## src/rtl/reg_pipeline_pkg.sv

```systemverilog
// reg_pipeline_pkg: shared defaults and occupancy width helper for reg_pipeline
package reg_pipeline_pkg;
  localparam int DEF_N = 8;
  localparam int DEF_DEPTH = 4;
  function automatic int occ_width(input int depth);
    return $clog2(depth + 1);
  endfunction
endpackage

```

## src/rtl/reg_pipeline_stage.sv

```systemverilog
// pipe_stage: one data register plus valid bit with load enable
module pipe_stage
  import reg_pipeline_pkg::*;
#(
  parameter int N = DEF_N
) (
  input  logic         clk,
  input  logic         reset,
  input  logic         load,
  input  logic         d_valid,
  input  logic [N-1:0] d_data,
  output logic         q_valid,
  output logic [N-1:0] q_data
);
  logic         valid_d, valid_q;
  logic [N-1:0] data_d, data_q;
  // capture the source when loading, otherwise hold
  always_comb begin
    valid_d = load ? d_valid : valid_q;
    data_d  = load ? d_data : data_q;
  end
  // stage register, cleared asynchronously
  always_ff @(posedge clk or negedge reset) begin
    if (!reset) begin
      valid_q <= 1'b0;
      data_q  <= '0;
    end else begin
      valid_q <= valid_d;
      data_q  <= data_d;
    end
  end
  assign q_valid = valid_q;
  assign q_data  = data_q;
endmodule

```

## src/rtl/reg_pipeline.sv

```systemverilog
// reg_pipeline: bubble-collapsing valid/ready register pipeline; optional flush via REG_PIPELINE_FLUSH_EN
module reg_pipeline
  import reg_pipeline_pkg::*;
#(
  parameter int N     = DEF_N,
  parameter int DEPTH = DEF_DEPTH
) (
  input  logic                          clk,
  input  logic                          reset,
  input  logic                          en,
  input  logic                          in_valid,
  input  logic [N-1:0]                  in_data,
  output logic                          in_ready,
  output logic                          out_valid,
  output logic [N-1:0]                  out_data,
  input  logic                          out_ready,
`ifdef REG_PIPELINE_FLUSH_EN
  input  logic                          flush,
`endif
  output logic [occ_width(DEPTH)-1:0]   occupancy
);
  localparam int OW = occ_width(DEPTH);
  logic [DEPTH-1:0] v, adv;
  logic [N-1:0]     data [DEPTH];
  logic [OW-1:0]    occ_d, occ_q;
  logic             in_xfer, out_xfer;
  // a stage may advance if it holds a bubble or everything downstream moves
  always_comb begin
    adv = '0;
    adv[DEPTH-1] = !v[DEPTH-1] || out_ready;
    for (int k = DEPTH - 2; k >= 0; k--) adv[k] = !v[k] || adv[k+1];
  end
  for (genvar i = 0; i < DEPTH; i++) begin : g_stage
    logic         src_v, st_v, st_ld;
    logic [N-1:0] src_d, st_d;
    if (i == 0) begin : g_head
      assign src_v = in_valid;
      assign src_d = in_data;
    end else begin : g_body
      assign src_v = v[i-1];
      assign src_d = data[i-1];
    end
`ifdef REG_PIPELINE_FLUSH_EN
    assign st_ld = en && (adv[i] || flush);
    assign st_v  = src_v && !flush;
    assign st_d  = flush ? data[i] : src_d;
`else
    assign st_ld = en && adv[i];
    assign st_v  = src_v;
    assign st_d  = src_d;
`endif
    pipe_stage #(.N(N)) u_stage (
      .clk    (clk),
      .reset  (reset),
      .load   (st_ld),
      .d_valid(st_v),
      .d_data (st_d),
      .q_valid(v[i]),
      .q_data (data[i])
    );
  end
`ifdef REG_PIPELINE_FLUSH_EN
  assign in_ready  = reset && en && adv[0] && !flush;
  assign out_valid = en && v[DEPTH-1] && !flush;
`else
  assign in_ready  = reset && en && adv[0];
  assign out_valid = en && v[DEPTH-1];
`endif
  assign out_data  = data[DEPTH-1];
  assign in_xfer   = in_valid && in_ready;
  assign out_xfer  = out_valid && out_ready;
  // track valid-stage count from the handshakes
  always_comb begin
`ifdef REG_PIPELINE_FLUSH_EN
    occ_d = (flush && en) ? '0 : occ_q + OW'(in_xfer) - OW'(out_xfer);
`else
    occ_d = occ_q + OW'(in_xfer) - OW'(out_xfer);
`endif
  end
  // occupancy register
  always_ff @(posedge clk or negedge reset) begin
    if (!reset) occ_q <= '0;
    else occ_q <= occ_d;
  end
  assign occupancy = occ_q;
endmodule

```

## config.mk

```make
export PLATFORM = sky130hd
export DESIGN_NAME = reg_pipeline
export DESIGN_NICKNAME = d
export VERILOG_FILES = /design/src/rtl/reg_pipeline_pkg.sv /design/src/rtl/reg_pipeline_stage.sv /design/src/rtl/reg_pipeline.sv
export SDC_FILE = /design/constraint.sdc
export NUM_CORES = 1
export LEC_CHECK = 0
export BUFFER_PORTS_ARGS = -buffer_cell sky130_fd_sc_hd__buf_2
export CORE_AREA = 2 2 65 67
export DETAILED_ROUTE_END_ITERATION = 12
export DIE_AREA = 0 0 67 69
export GPL_TIMING_DRIVEN = 0
export PLACE_DENSITY_LB_ADDON = 0.3
export REMOVE_ABC_BUFFERS = 1
export SLEW_MARGIN = 20
export SYNTH_ARGS = -nofsm -noshare
export SYNTH_HDL_FRONTEND = slang
export SYNTH_HIERARCHICAL = 1
export SYNTH_SLANG_ARGS = --single-unit
```

## constraint.sdc

```tcl
create_clock -name clk -period 2.5 [get_ports clk]
set_input_delay 0 -clock clk [delete_from_list [all_inputs] [get_ports clk]]
set_output_delay 0 -clock clk [all_outputs]
set_load 0.01 [all_outputs]
```

==> results_tabular.tex, run 1 <==
\begin{tabular}{lr}
\hline
Metric & Value \\
\hline
\multicolumn{2}{l}{\textbf{Run status}} \\
Run status & finished, final reports clean \\
\multicolumn{2}{l}{\textbf{Routing}} \\
DR vias/cell & 4.59 \\
Total routed wirelength & 2550 µm \\
Drt first pass iters & 3 \\
Iteration-0 DRC Markers & 5 \\
Vias post-DR & 877 \\
Post-detailed-route DRC marker count & 0 \\
Antenna Violating Nets Remaining & 0 \\
Wire per inst & 13.4 µm \\
\multicolumn{2}{l}{\textbf{Worst setup path}} \\
Crit path to & occupancy[2] \\
Setup crit start kind & flop \\
Reg-to-Reg Start & g\_stage[2].u\_stage/q\_valid \\
Total buffers and inverters traversed by the critical path & 2 \\
Arrival time reported for the critical path endpoint & 2.31 ns \\
CP Class & flop to flop \\
Largest stage delay, worst path & 0.41 ns \\
Cells on worst reg2reg path & 9 \\
Cells traversed along the worst timing path & and4b\_4 -> a21o\_1 -> ha\_1 -> inv\_1 -> ha\_1 -> inv\_1 -> fa\_1 -> xnor2\_1 -> xnor2\_1 \\
Largest fanout on the critical path & 4 \\
Launching element of the worst setup path & g\_stage[2].u\_stage/q\_valid \\
Worst r2r dst & occupancy[2] \\
Critical-path top delay cell & sky130\_fd\_sc\_hd\_\_dfrtp\_1 \\
Sort of element at the end of the critical path & flop \\
Family with the most delay on the worst path & adder cells \\
Number of cells on the critical path & 9 \\
Data required time at the worst endpoint & 2.71 ns \\
Slack of the worst reg-to-reg path & 0.40 ns \\
\multicolumn{2}{l}{\textbf{GRT}} \\
Maximum number of pins on one net before global-route repair & 40 \\
Global-route wire length before repair & 4660 µm \\
Vias in the first global route & 960 \\
Global-route total usage across every layer & 0.138 \\
Global-route congestion overflow total & 0 \\
Number of antenna violations at the first check in global routing & 0 \\
\multicolumn{2}{l}{\textbf{CTS}} \\
Maximum buffer depth of the clock tree & 2 \\
Insertion delay to the later sink of the worst-skew pair & 0.29 ns \\
H-tree depth reported by CTS & 2 \\
CTS tree & built \\
CTS Buf Count & 5 \\
Clock-pin slew of the registers on the worst-case setup and hold paths & 0.07 ns \\
Clock root cell & sky130\_fd\_sc\_hd\_\_clkbuf\_8 \\
TritonCTS Sinks & 39 \\
\multicolumn{2}{l}{\textbf{Synth}} \\
Top cell types by occurrence after synthesis & 39 x sky130\_fd\_sc\_hd\_\_dfrtp\_1, 36 x sky130\_fd\_sc\_hd\_\_mux2\_4, 4 x sky130\_fd\_sc\_hd\_\_buf\_6 \\
Register area share after synthesis & 0.569 \\
Yosys Warn Count & 6 \\
Leading register cell type out of synthesis & sky130\_fd\_sc\_hd\_\_dfrtp\_1 \\
Cell count after synthesis & 99 \\
Count of flip-flops with a built-in enable after synthesis & 0 \\
Number of register bits inferred by synthesis & 39 \\
Share of the synthesized area in the top cell type & 0.569 \\
Cell types with the largest area share after synthesis & sky130\_fd\_sc\_hd\_\_dfrtp\_1 57\%, sky130\_fd\_sc\_hd\_\_mux2\_4 31\%, sky130\_fd\_sc\_hd\_\_buf\_6 2.6\% \\
Async S/R FF share, synth & 1.00 \\
Cell accounting for the most synthesized area & sky130\_fd\_sc\_hd\_\_dfrtp\_1 \\
Most numerous cell in the Yosys netlist & sky130\_fd\_sc\_hd\_\_dfrtp\_1 \\
Distinct cell type count of the synthesized netlist & 16 \\
Average instance area after synthesis & 17.3 µm² \\
Netlist Area Pre-Place & 0.00172 mm² \\
\multicolumn{2}{l}{\textbf{Power and ir drop}} \\
Areal power density over the cells & 1010 mW/mm² \\
Cell leakage power & 1.02 nW \\
Worst VDD drop & 0.440 mV \\
\multicolumn{2}{l}{\textbf{Die}} \\
Starting density of the core & 0.439 \\
Die Wd & 67 µm \\
Floorplan die area & 0.00462 mm² \\
I/O pins & 26 \\
Row Count & 23 \\
Overall die height & 69 µm \\
Core Box Area & 0.00391 mm² \\
\multicolumn{2}{l}{\textbf{Finish}} \\
Syn-to-layout area delta & 21.1\% \\
Layout cells sized above 1 & 0.511 \\
Fin cells & 191 \\
Number of inserted diodes & 0 \\
Final \#Nets & 156 \\
\multicolumn{2}{l}{\textbf{Placement}} \\
Final RePlAce weighted congestion & 0.620 \\
Count of port buffers added during placement & 25 \\
Half-perimeter wire length after detailed placement & 1810 µm \\
Placed insts & 172 \\
\multicolumn{2}{l}{\textbf{STA}} \\
Max-slew violation count & 0 \\
Setup TNS & 0 ns \\
Tmin final & 2.10 ns \\
Worst-margin pin slew & 1.06 ns \\
Final worst path period share & 0.839 \\
Clock skew & 0.00423 ns \\
Final count of hold timing violations & 0 \\
Max\_slew headroom & 0.290 \\
Unrepaired setup endpoints after global routing & false \\
Final Setup Violations & 0 \\
Upper clock frequency limit & 477 MHz \\
\multicolumn{2}{l}{\textbf{Worst hold path}} \\
Worst hold path type & input port to asynchronous set/reset pin \\
\multicolumn{2}{l}{\textbf{Job}} \\
Number of maximum-capacitance violations & 0 \\
\hline
\end{tabular}
## state kept, by name, indices dropped and copies added (netlist names)
name / count
g_stage.u_stage/q_data: 32
g_stage.u_stage/q_valid: 4
occupancy: 3
## metal layers
layer	share of wire	routed length, µm	up-vias	track usage
met5	0	0	-	0
met4	0.023	58	0	0.0680
met3	0.048	123	7	0.0440
met2	0.48	1220	17	0.209
met1	0.45	1150	431	0.175
li1	-	-	422	-
## stage by stage
step	instance area [µm²]	hold slack (ns)	util	setup slack, ns	power [mW]
final	2080	0.257	0.531	0.402	2.09
after global routing	2080	0.278	0.531	0.268	2.25
after CTS	2080	0.242	0.531	0.374	2.13
after detailed placement	1870	0.164	0.479	0.129	1.71
after global placement	1860	0.142	0.475	0.0543	1.66
after floorplan	1670	-0.296	-	0.321	1.49
## cells by family (layout without fill, tap and decap cells)
logic type | Yosys count | count (layout) | share of synthesized area
flip-flops | 39 | 39 | 0.569
multiplexers | 36 | 36 | 0.315
AND/OR/NAND/NOR | 8 | 8 | 0.0313
buffers and inverters | 7 | 49 | 0.0328
AO/OA/AOI/OAI | 4 | 4 | 0.0160
adder cells (fa/ha/maj) | 3 | 3 | 0.0262
XOR/XNOR | 2 | 2 | 0.0102
## worst min-delay path by stage
stage	slack, ns	to
2_1_floorplan	-0.30	g_stage[0].u_stage/q_data[0]
5_1_grt	0.28	occupancy[0]
4_1_cts	0.24	g_stage[0].u_stage/q_data[6]
3_3_place_gp	0.14	occupancy[0]
3_5_place_dp	0.16	occupancy[0]
6_report	0.26	occupancy[1]
## worst min-delay path: stages
cell and delay, ns:
sky130_fd_sc_hd__dlygate4sd3_1 0.52, sky130_fd_sc_hd__buf_2 0.16, sky130_fd_sc_hd__buf_12 0.23
## area by class of cell
type	instances	area, µm²
clock buffer	6	72.6
multi-input combinational	53	684
timing repair buffer	38	260
tap	50	62.6
inverter	3	11.3
sequential	39	976
fill	360	1830
clock inverter	2	12.5
## what timing repair did
| item | 4_1_cts | 5_1_grt |
|---|---|---|
| buffers inserted | 0 | 0 |
| gates resized for setup | 0 | 0 |
| hold buffers | 11 | 0 |
| hold endpoints to repair | 48 | 0 |
## layout by cell type (no fill, tap or decap)
master / n
sky130_fd_sc_hd__a21boi_1: 2
sky130_fd_sc_hd__a21o_1: 1
sky130_fd_sc_hd__a21oi_1: 1
sky130_fd_sc_hd__and2_1: 1
sky130_fd_sc_hd__and3_1: 1
sky130_fd_sc_hd__and4b_4: 1
sky130_fd_sc_hd__buf_12: 1
sky130_fd_sc_hd__buf_2: 25
sky130_fd_sc_hd__buf_4: 2
sky130_fd_sc_hd__clkbuf_1: 1
sky130_fd_sc_hd__clkbuf_8: 5
sky130_fd_sc_hd__clkinv_2: 1
sky130_fd_sc_hd__clkinvlp_4: 1
sky130_fd_sc_hd__dfrtp_1: 39
sky130_fd_sc_hd__dlygate4sd3_1: 10
sky130_fd_sc_hd__fa_1: 1
sky130_fd_sc_hd__ha_1: 2
sky130_fd_sc_hd__inv_1: 3
sky130_fd_sc_hd__mux2_4: 36
sky130_fd_sc_hd__nand2_1: 1
sky130_fd_sc_hd__nand3_1: 1
sky130_fd_sc_hd__nor2b_1: 3
sky130_fd_sc_hd__xnor2_1: 2
## report_power, final
| group | total (mW) | switching, mW | internal, mW |
|---|---|---|---|
| Clock | 0.403 | 0.208 | 0.195 |
| Sequential | 1.01 | 0.150 | 0.861 |
| Combinational | 0.680 | 0.233 | 0.448 |
| Total | 2.09 | 0.591 | 1.50 |
Power figures use the tool's default switching activity.
==> inputs of run 2 (changes only) <==
Clock period 2.5 ns to 1.9 ns, I/O delays scaled along.
==> run 2 against run 1 <==
The run now ends with negative hold slack, negative setup slack left. Clock power grew 32%. Core utilization rose by 0.61 points. Non-clock buffer count up 2. Global-route usage rose by 0.34 points. Design area rose by 1.1%. Largest cell class unchanged.
==> results_tabular.tex, run 2 (same netlist as run 1, synthesis figures left out) <==
\begin{tabular}{lr}
\hline
Metric & Value \\
\hline
\multicolumn{2}{l}{\textbf{Run status}} \\
Run status & complete, but fails checks \\
Violations in the final reports & negative hold slack, negative setup slack \\
\multicolumn{2}{l}{\textbf{STA}} \\
Max-slew violation count & 0 (unchanged) \\
Max\_slew headroom & 0.579 (+0.289) \\
Worst-margin pin slew & 0.629 ns (-0.434 ns) \\
Upper clock frequency limit & 497 MHz (+4.4\%) \\
Tmin final & 2.01 ns (-0.0875 ns) \\
Minimum hold slack & -0.323 ns (-0.580 ns) \\
Final worst slack & -0.110 ns (-0.512 ns) \\
Final count of hold timing violations & 39 (+39) \\
Final worst path period share & 1.06 (+0.219) \\
Clock skew & 0.00403 ns (-0.000194 ns) \\
Unrepaired setup endpoints after global routing & true \\
Final Setup Violations & 2 (+2) \\
Setup TNS & -0.135 ns (-0.135 ns) \\
\multicolumn{2}{l}{\textbf{Power and ir drop}} \\
Areal power density over the cells & 1350 mW/mm² (+34\%) \\
Worst VDD drop & 0.608 mV (+38\%) \\
Cell leakage power & 1.04 nW (+1.1\%) \\
\multicolumn{2}{l}{\textbf{Finish}} \\
Most used cells in the layout excluding fill and tap cells & 39 x sky130\_fd\_sc\_hd\_\_dfrtp\_1, 36 x sky130\_fd\_sc\_hd\_\_mux2\_4, 24 x sky130\_fd\_sc\_hd\_\_buf\_2 \\
Fraction of the core area covered by cells at the end of the flow & 0.537 (+0.00607) \\
Commonest non-fill, non-tap cell in the layout & sky130\_fd\_sc\_hd\_\_dfrtp\_1 \\
Count of fill cells added during filler insertion & 359 (-0.28\%) \\
Number of inserted diodes & 0 (unchanged) \\
Layout cells sized above 1 & 0.580 (+0.0698) \\
Final \#Nets & 158 (+1.3\%) \\
Largest register FFs & 32 (unchanged) \\
Syn-to-layout area delta & 22.5\% \\
\multicolumn{2}{l}{\textbf{Worst hold path}} \\
Worst hold path type & input port to asynchronous set/reset pin \\
\multicolumn{2}{l}{\textbf{CTS}} \\
CTS Buf Count & 5 (unchanged) \\
Clock-pin slew of the registers on the worst-case setup and hold paths & 0.07 ns (about the same) \\
Maximum buffer depth of the clock tree & 2 (unchanged) \\
H-tree depth reported by CTS & 2 (unchanged) \\
CTS tree & built \\
Clock root cell & sky130\_fd\_sc\_hd\_\_clkbuf\_8 \\
Insertion delay to the later sink of the worst-skew pair & 0.29 ns (about the same) \\
Quantity of hold-fixing buffers added after cts & 9 (-2) \\
TritonCTS Sinks & 39 (unchanged) \\
\multicolumn{2}{l}{\textbf{Routing}} \\
Vias post-DR & 884 (+0.80\%) \\
DR vias/cell & 4.58 (-0.25\%) \\
Drt first pass iters & 3 (unchanged) \\
Iteration-0 DRC Markers & 6 (+1) \\
Wire per inst & 13.7 µm (+2.1\%) \\
Antenna Violating Nets Remaining & 0 (unchanged) \\
Total routed wirelength & 2640 µm (+3.2\%) \\
Post-detailed-route DRC marker count & 0 (unchanged) \\
\multicolumn{2}{l}{\textbf{Die}} \\
Floorplan die area & 0.00462 mm² (unchanged) \\
Starting density of the core & 0.439 (unchanged) \\
I/O pins & 26 (unchanged) \\
Row Count & 23 (unchanged) \\
Core Box Area & 0.00391 mm² (unchanged) \\
Overall die height & 69 µm (unchanged) \\
Die Wd & 67 µm (unchanged) \\
\multicolumn{2}{l}{\textbf{Placement}} \\
Half-perimeter wire length after detailed placement & 1810 µm (unchanged) \\
Post-Place Setup Slack & -0.471 ns (-0.600 ns) \\
Count of port buffers added during placement & 25 (unchanged) \\
Final RePlAce weighted congestion & 0.620 (unchanged) \\
\multicolumn{2}{l}{\textbf{Worst setup path}} \\
Setup crit start kind & flop \\
Data required time at the worst endpoint & 2.08 ns (-0.63 ns) \\
Sort of element at the end of the critical path & flop \\
Largest fanout on the critical path & 2 (-2) \\
Largest stage delay, worst path & 0.39 ns (-0.02 ns) \\
Arrival time reported for the critical path endpoint & 2.19 ns (-0.12 ns) \\
CP Class & flop to flop \\
Critical-path top delay cell & sky130\_fd\_sc\_hd\_\_dfrtp\_1 \\
Cells traversed along the worst timing path & and4b\_4 -> a21o\_1 -> ha\_1 -> inv\_1 -> ha\_2 -> inv\_2 -> fa\_2 -> xnor2\_2 -> xnor2\_1 \\
\multicolumn{2}{l}{\textbf{GRT}} \\
Global-route wire length before repair & 4770 µm (+2.5\%) \\
Number of antenna violations at the first check in global routing & 0 (unchanged) \\
Maximum number of pins on one net before global-route repair & 42 (+5.0\%) \\
Global-route total usage across every layer & 0.141 (+0.00337) \\
Vias in the first global route & 961 (+0.10\%) \\
Global-route congestion overflow total & 0 (unchanged) \\
\multicolumn{2}{l}{\textbf{Job}} \\
Number of maximum-capacitance violations & 0 (unchanged) \\
\hline
\end{tabular}
## run 2: cell count changes in the layout (fill, tap and decap cells not counted), moves of 2 or more
cell                      before  now
sky130_fd_sc_hd__inv_2         0    2
sky130_fd_sc_hd__inv_1         3    1
sky130_fd_sc_hd__nor2b_1       3    1
sky130_fd_sc_hd__nor2b_2       0    2
sky130_fd_sc_hd__buf_4         2    7
## run 2: layout make-up
cell class,count,area [µm²],share of cell area
clock buffers,6,72.6,0.0345
clock inverters,2,12.5,0.00595
inverters,3,11.3,0.00535
multi-input cells,53,706,0.336
flip-flops and latches,39,976,0.464
well taps,50,62.6,0.0297
repair buffers,40,263,0.125
## run 2: metal layers
| metal | track usage | up-vias | part of all wire |
|---|---|---|---|
| met2 | 0.215 | 17 | 0.49 |
| met1 | 0.180 | 434 | 0.45 |
| met3 | 0.0440 | 7 | 0.047 |
| met4 | 0.0680 | 0 | 0.022 |
| met5 | 0 | - | 0 |
| li1 | - | 426 | - |
## run 2: power breakdown
group / leakage [nW] / switching [mW] / internal, mW
combinational: 0.540 / 0.343 / 0.645
sequential: 0.455 / 0.195 / 1.13
clock: 0.0412 / 0.275 / 0.256
total: 1.04 / 0.812 / 2.03
## run 2: worst paths after layout
kind	from	end	slack, ns	cells after the start
setup reg to reg	g_stage[2].u_stage/q_valid	occupancy[2]	-0.11	9
setup / recovery	g_stage[2].u_stage/q_valid	occupancy[2]	-0.11	9
max in group asynchronous	reset	g_stage[0].u_stage/q_data[0]	1.88	1
min in group clk	en	g_stage[0].u_stage/q_data[7]	0.28	3
hold / removal	reset	occupancy[2]	-0.32	1
hold reg to reg	occupancy[2]	occupancy[2]	0.48	1
## run 2: critical path, delay by kind of cell, from the launching register on
family / cells / cell delay [ns]
xor gates and xnor gates: 2 / 0.28
and+or+nand+nor: 1 / 0.22
DFF: 1 / 0.39
buffers and inverters: 2 / 0.09
AOI/OAI and AO/OA: 1 / 0.16
adders and majority gates: 3 / 0.77
## run 2: metrics by stage
step | instance area (µm²) | power [mW] | hold WS, ns | std cells
global placement | 1860 | 2.19 | 0.142 | 170
finish | 2100 | 2.85 | -0.323 | 193
CTS | 2100 | 2.89 | -0.317 | 193
global route | 2100 | 3.06 | -0.298 | 193
detailed placement | 1870 | 2.24 | 0.164 | 172
floorplan | 1670 | 1.96 | -0.296 | 95
## run 2: timing repair
item                       in CTS  in global routing
setup endpoints to repair      11                  8
pin swaps                       6                  4
setup buffers                   4                  0
hold endpoints to repair       48                 39
resized for setup               8                  1
==> inputs of run 3 (changes only) <==
Settings changed: CORE_AREA 2 2 65 67 to 2 2 62 64, DIE_AREA 0 0 67 69 to 0 0 64 66.
==> run 3 against run 2 <==
The flow finishes with violations (negative setup slack). Largest cell class unchanged. Power is 5.0% lower. Critical path type unchanged. Critical path depth unchanged. Sequential power about the same. Fmax is 1.0% lower.
==> results_tabular.tex, run 3 (same netlist as run 1, synthesis figures left out) <==
\begin{tabular}{lr}
\hline
Metric & Value \\
\hline
\multicolumn{2}{l}{\textbf{Power and ir drop}} \\
Areal power density over the cells & 1300 mW/mm² (-4.2\%) \\
Pwr Total & 2.71 mW (-5.0\%) \\
Cell leakage power & 1.03 nW (-0.13\%) \\
Share of total power consumed by net switching & 0.286 (+0.000730) \\
Net Switching & 0.773 mW (-4.7\%) \\
Sequential group share of total power & 0.488 (+0.021) \\
Clk network pwr share & 0.142 (-0.044) \\
Worst VDD drop & 0.820 mV (+35\%) \\
Cell-internal power & 1.93 mW (-5.1\%) \\
Combinational power share & 0.370 (+0.023) \\
\multicolumn{2}{l}{\textbf{Placement}} \\
Placed insts & 170 (-1.2\%) \\
Final RePlAce weighted congestion & 0.630 (+1.7\%) \\
Half-perimeter wire length after detailed placement & 1760 µm (-2.5\%) \\
Count of port buffers added during placement & 25 (unchanged) \\
\multicolumn{2}{l}{\textbf{Routing}} \\
Wire per inst & 13.5 µm (-1.5\%) \\
Antenna Violating Nets Remaining & 0 (unchanged) \\
Vias post-DR & 910 (+2.9\%) \\
Iteration-0 DRC Markers & 9 (+3) \\
Total routed wirelength & 2600 µm (-1.5\%) \\
Drt first pass iters & 3 (unchanged) \\
Post-detailed-route DRC marker count & 0 (unchanged) \\
DR vias/cell & 4.72 (+2.9\%) \\
\multicolumn{2}{l}{\textbf{STA}} \\
Final Setup Violations & 2 (unchanged) \\
Max-slew violation count & 0 (unchanged) \\
Final count of hold timing violations & 0 (-100\%) \\
Final worst path period share & 1.07 (+0.0109) \\
Clock skew & 0.00688 ns (+0.00284 ns) \\
Unrepaired setup endpoints after global routing & true \\
Upper clock frequency limit & 492 MHz (-1.0\%) \\
Tmin final & 2.03 ns (+0.0207 ns) \\
Final worst slack & -0.131 ns (-0.0207 ns) \\
Max\_slew headroom & 0.300 (-0.279) \\
Worst-margin pin slew & 1.05 ns (+0.420 ns) \\
\multicolumn{2}{l}{\textbf{CTS}} \\
Clock-pin slew of the registers on the worst-case setup and hold paths & 0.11 ns (+0.04 ns) \\
TritonCTS Sinks & 39 (unchanged) \\
H-tree depth reported by CTS & 2 (unchanged) \\
Maximum buffer depth of the clock tree & 2 (unchanged) \\
Insertion delay to the later sink of the worst-skew pair & 0.33 ns (+0.04 ns) \\
CTS tree & built \\
CTS Buf Count & 5 (unchanged) \\
Clock root cell & sky130\_fd\_sc\_hd\_\_clkbuf\_4 \\
\multicolumn{2}{l}{\textbf{Die}} \\
Row Count & 22 (-4.3\%) \\
Overall die height & 66 µm (-4.3\%) \\
Floorplan die area & 0.00422 mm² (-8.6\%) \\
Starting density of the core & 0.483 (+0.0448) \\
Die Wd & 64 µm (-4.5\%) \\
I/O pins & 26 (unchanged) \\
Core Box Area & 0.00355 mm² (-9.3\%) \\
\multicolumn{2}{l}{\textbf{Finish}} \\
Final \#Nets & 160 (+1.3\%) \\
Commonest non-fill, non-tap cell in the layout & sky130\_fd\_sc\_hd\_\_dfrtp\_1 \\
Syn-to-layout area delta & 21.6\% \\
Number of inserted diodes & 0 (unchanged) \\
Layout cells sized above 1 & 0.559 (-0.0218) \\
Largest register FFs & 32 (unchanged) \\
Fin cells & 193 (unchanged) \\
Most used cells in the layout excluding fill and tap cells & 39 x sky130\_fd\_sc\_hd\_\_dfrtp\_1, 36 x sky130\_fd\_sc\_hd\_\_mux2\_4, 25 x sky130\_fd\_sc\_hd\_\_buf\_2 \\
Fraction of the core area covered by cells at the end of the flow & 0.588 (+0.0503) \\
\multicolumn{2}{l}{\textbf{Worst setup path}} \\
Crit path to & occupancy[2] \\
Cells on worst reg2reg path & 9 (unchanged) \\
Worst r2r dst & occupancy[2] \\
Largest fanout on the critical path & 4 (+2) \\
Arrival time reported for the critical path endpoint & 2.26 ns (+0.07 ns) \\
CP Class & flop to flop \\
Sort of element at the end of the critical path & flop \\
Launching element of the worst setup path & g\_stage[2].u\_stage/q\_valid \\
Setup crit start kind & flop \\
Slack of the worst reg-to-reg path & -0.13 ns (-0.02 ns) \\
Data required time at the worst endpoint & 2.13 ns (+0.05 ns) \\
Reg-to-Reg Start & g\_stage[2].u\_stage/q\_valid \\
\multicolumn{2}{l}{\textbf{GRT}} \\
Global-route wire length before repair & 4490 µm (-6.1\%) \\
Global-route congestion overflow total & 0 (unchanged) \\
Number of antenna violations at the first check in global routing & 0 (unchanged) \\
Global-route total usage across every layer & 0.143 (+0.00236) \\
Maximum number of pins on one net before global-route repair & 40 (-4.8\%) \\
Vias in the first global route & 963 (+0.21\%) \\
\multicolumn{2}{l}{\textbf{Job}} \\
Number of maximum-capacitance violations & 0 (unchanged) \\
\multicolumn{2}{l}{\textbf{Run status}} \\
Violations in the final reports & negative setup slack \\
Run status & complete, but fails checks \\
\multicolumn{2}{l}{\textbf{Worst hold path}} \\
Worst hold path type & input port to asynchronous set/reset pin \\
\hline
\end{tabular}
-- run 3: worst max-delay path: stages, from the launching register on --
cell and delay (ns):
sky130_fd_sc_hd__dfrtp_1 0.40, sky130_fd_sc_hd__and4b_4 0.23, sky130_fd_sc_hd__a21o_1 0.15, sky130_fd_sc_hd__ha_1 0.26, sky130_fd_sc_hd__inv_1 0.06, sky130_fd_sc_hd__ha_2 0.16, sky130_fd_sc_hd__inv_2 0.04, sky130_fd_sc_hd__fa_2 0.36
sky130_fd_sc_hd__xnor2_2 0.15, sky130_fd_sc_hd__xnor2_1 0.13
-- run 3: final cells by class --
class | instances | area, µm²
clock buffers | 7 | 45.0
clock inverters | 1 | 5.00
fillers | 277 | 1460
inverters | 3 | 11.3
multi-input cells | 53 | 699
flip-flops and latches | 39 | 976
well taps | 48 | 60.1
repair buffers | 42 | 290
-- run 3: power groups by stage --
stage          logic [mW]  clock network (mW)  registers, mW
6_report             1.00               0.385           1.32
5_1_grt              1.09               0.443           1.36
4_1_cts             0.986               0.407           1.33
3_5_place_dp        0.886                   0           1.35
3_3_place_gp        0.854                   0           1.32
2_1_floorplan       0.606                   0           1.35
-- run 3: worst min-delay path by stage --
stage / end / slack [ns] / depth (start not counted)
floorplan: g_stage[0].u_stage/q_data[0] / -0.30 / 0
global placement: g_stage[3].u_stage/q_data[6] / 0.14 / 1
detailed placement: g_stage[3].u_stage/q_valid / 0.17 / 1
CTS: g_stage[1].u_stage/q_valid / 0.20 / 3
global route: g_stage[1].u_stage/q_data[5] / 0.21 / 3
finish: g_stage[1].u_stage/q_data[4] / 0.21 / 3
-- run 3: timing repair --
| action | in CTS | in global routing |
|---|---|---|
| pin swaps | 2 | 6 |
| setup buffers | 3 | 1 |
| setup endpoints to repair | 11 | 11 |
| hold endpoints to repair | 48 | 0 |
| gates resized for setup | 3 | 3 |
| hold buffers | 11 | 0 |
-- run 3: through the flow --
step                      hold WS, ns  setup TNS [ns]  worst slack [ns]  area [µm²]
after global placement          0.144           -9.15            -0.550        1860
after detailed placement        0.167           -1.09            -0.473        1870
after global routing            0.212          -0.950            -0.230        2090
after floorplan                -0.296           -4.43            -0.279        1670
final                           0.211          -0.188            -0.131        2090
after CTS                       0.201          -0.196            -0.135        2080
-- run 3: per-layer routing --
| metal | vias to the layer above | GRT usage | part of all wire | wire length, µm |
|---|---|---|---|---|
| met1 | 452 | 0.177 | 0.45 | 1170 |
| met4 | 0 | 0.0734 | 0.013 | 33 |
| met3 | 4 | 0.0426 | 0.038 | 98 |
| met2 | 21 | 0.229 | 0.50 | 1290 |
| met5 | - | 0 | 0 | 0 |
| li1 | 433 | - | - | - |
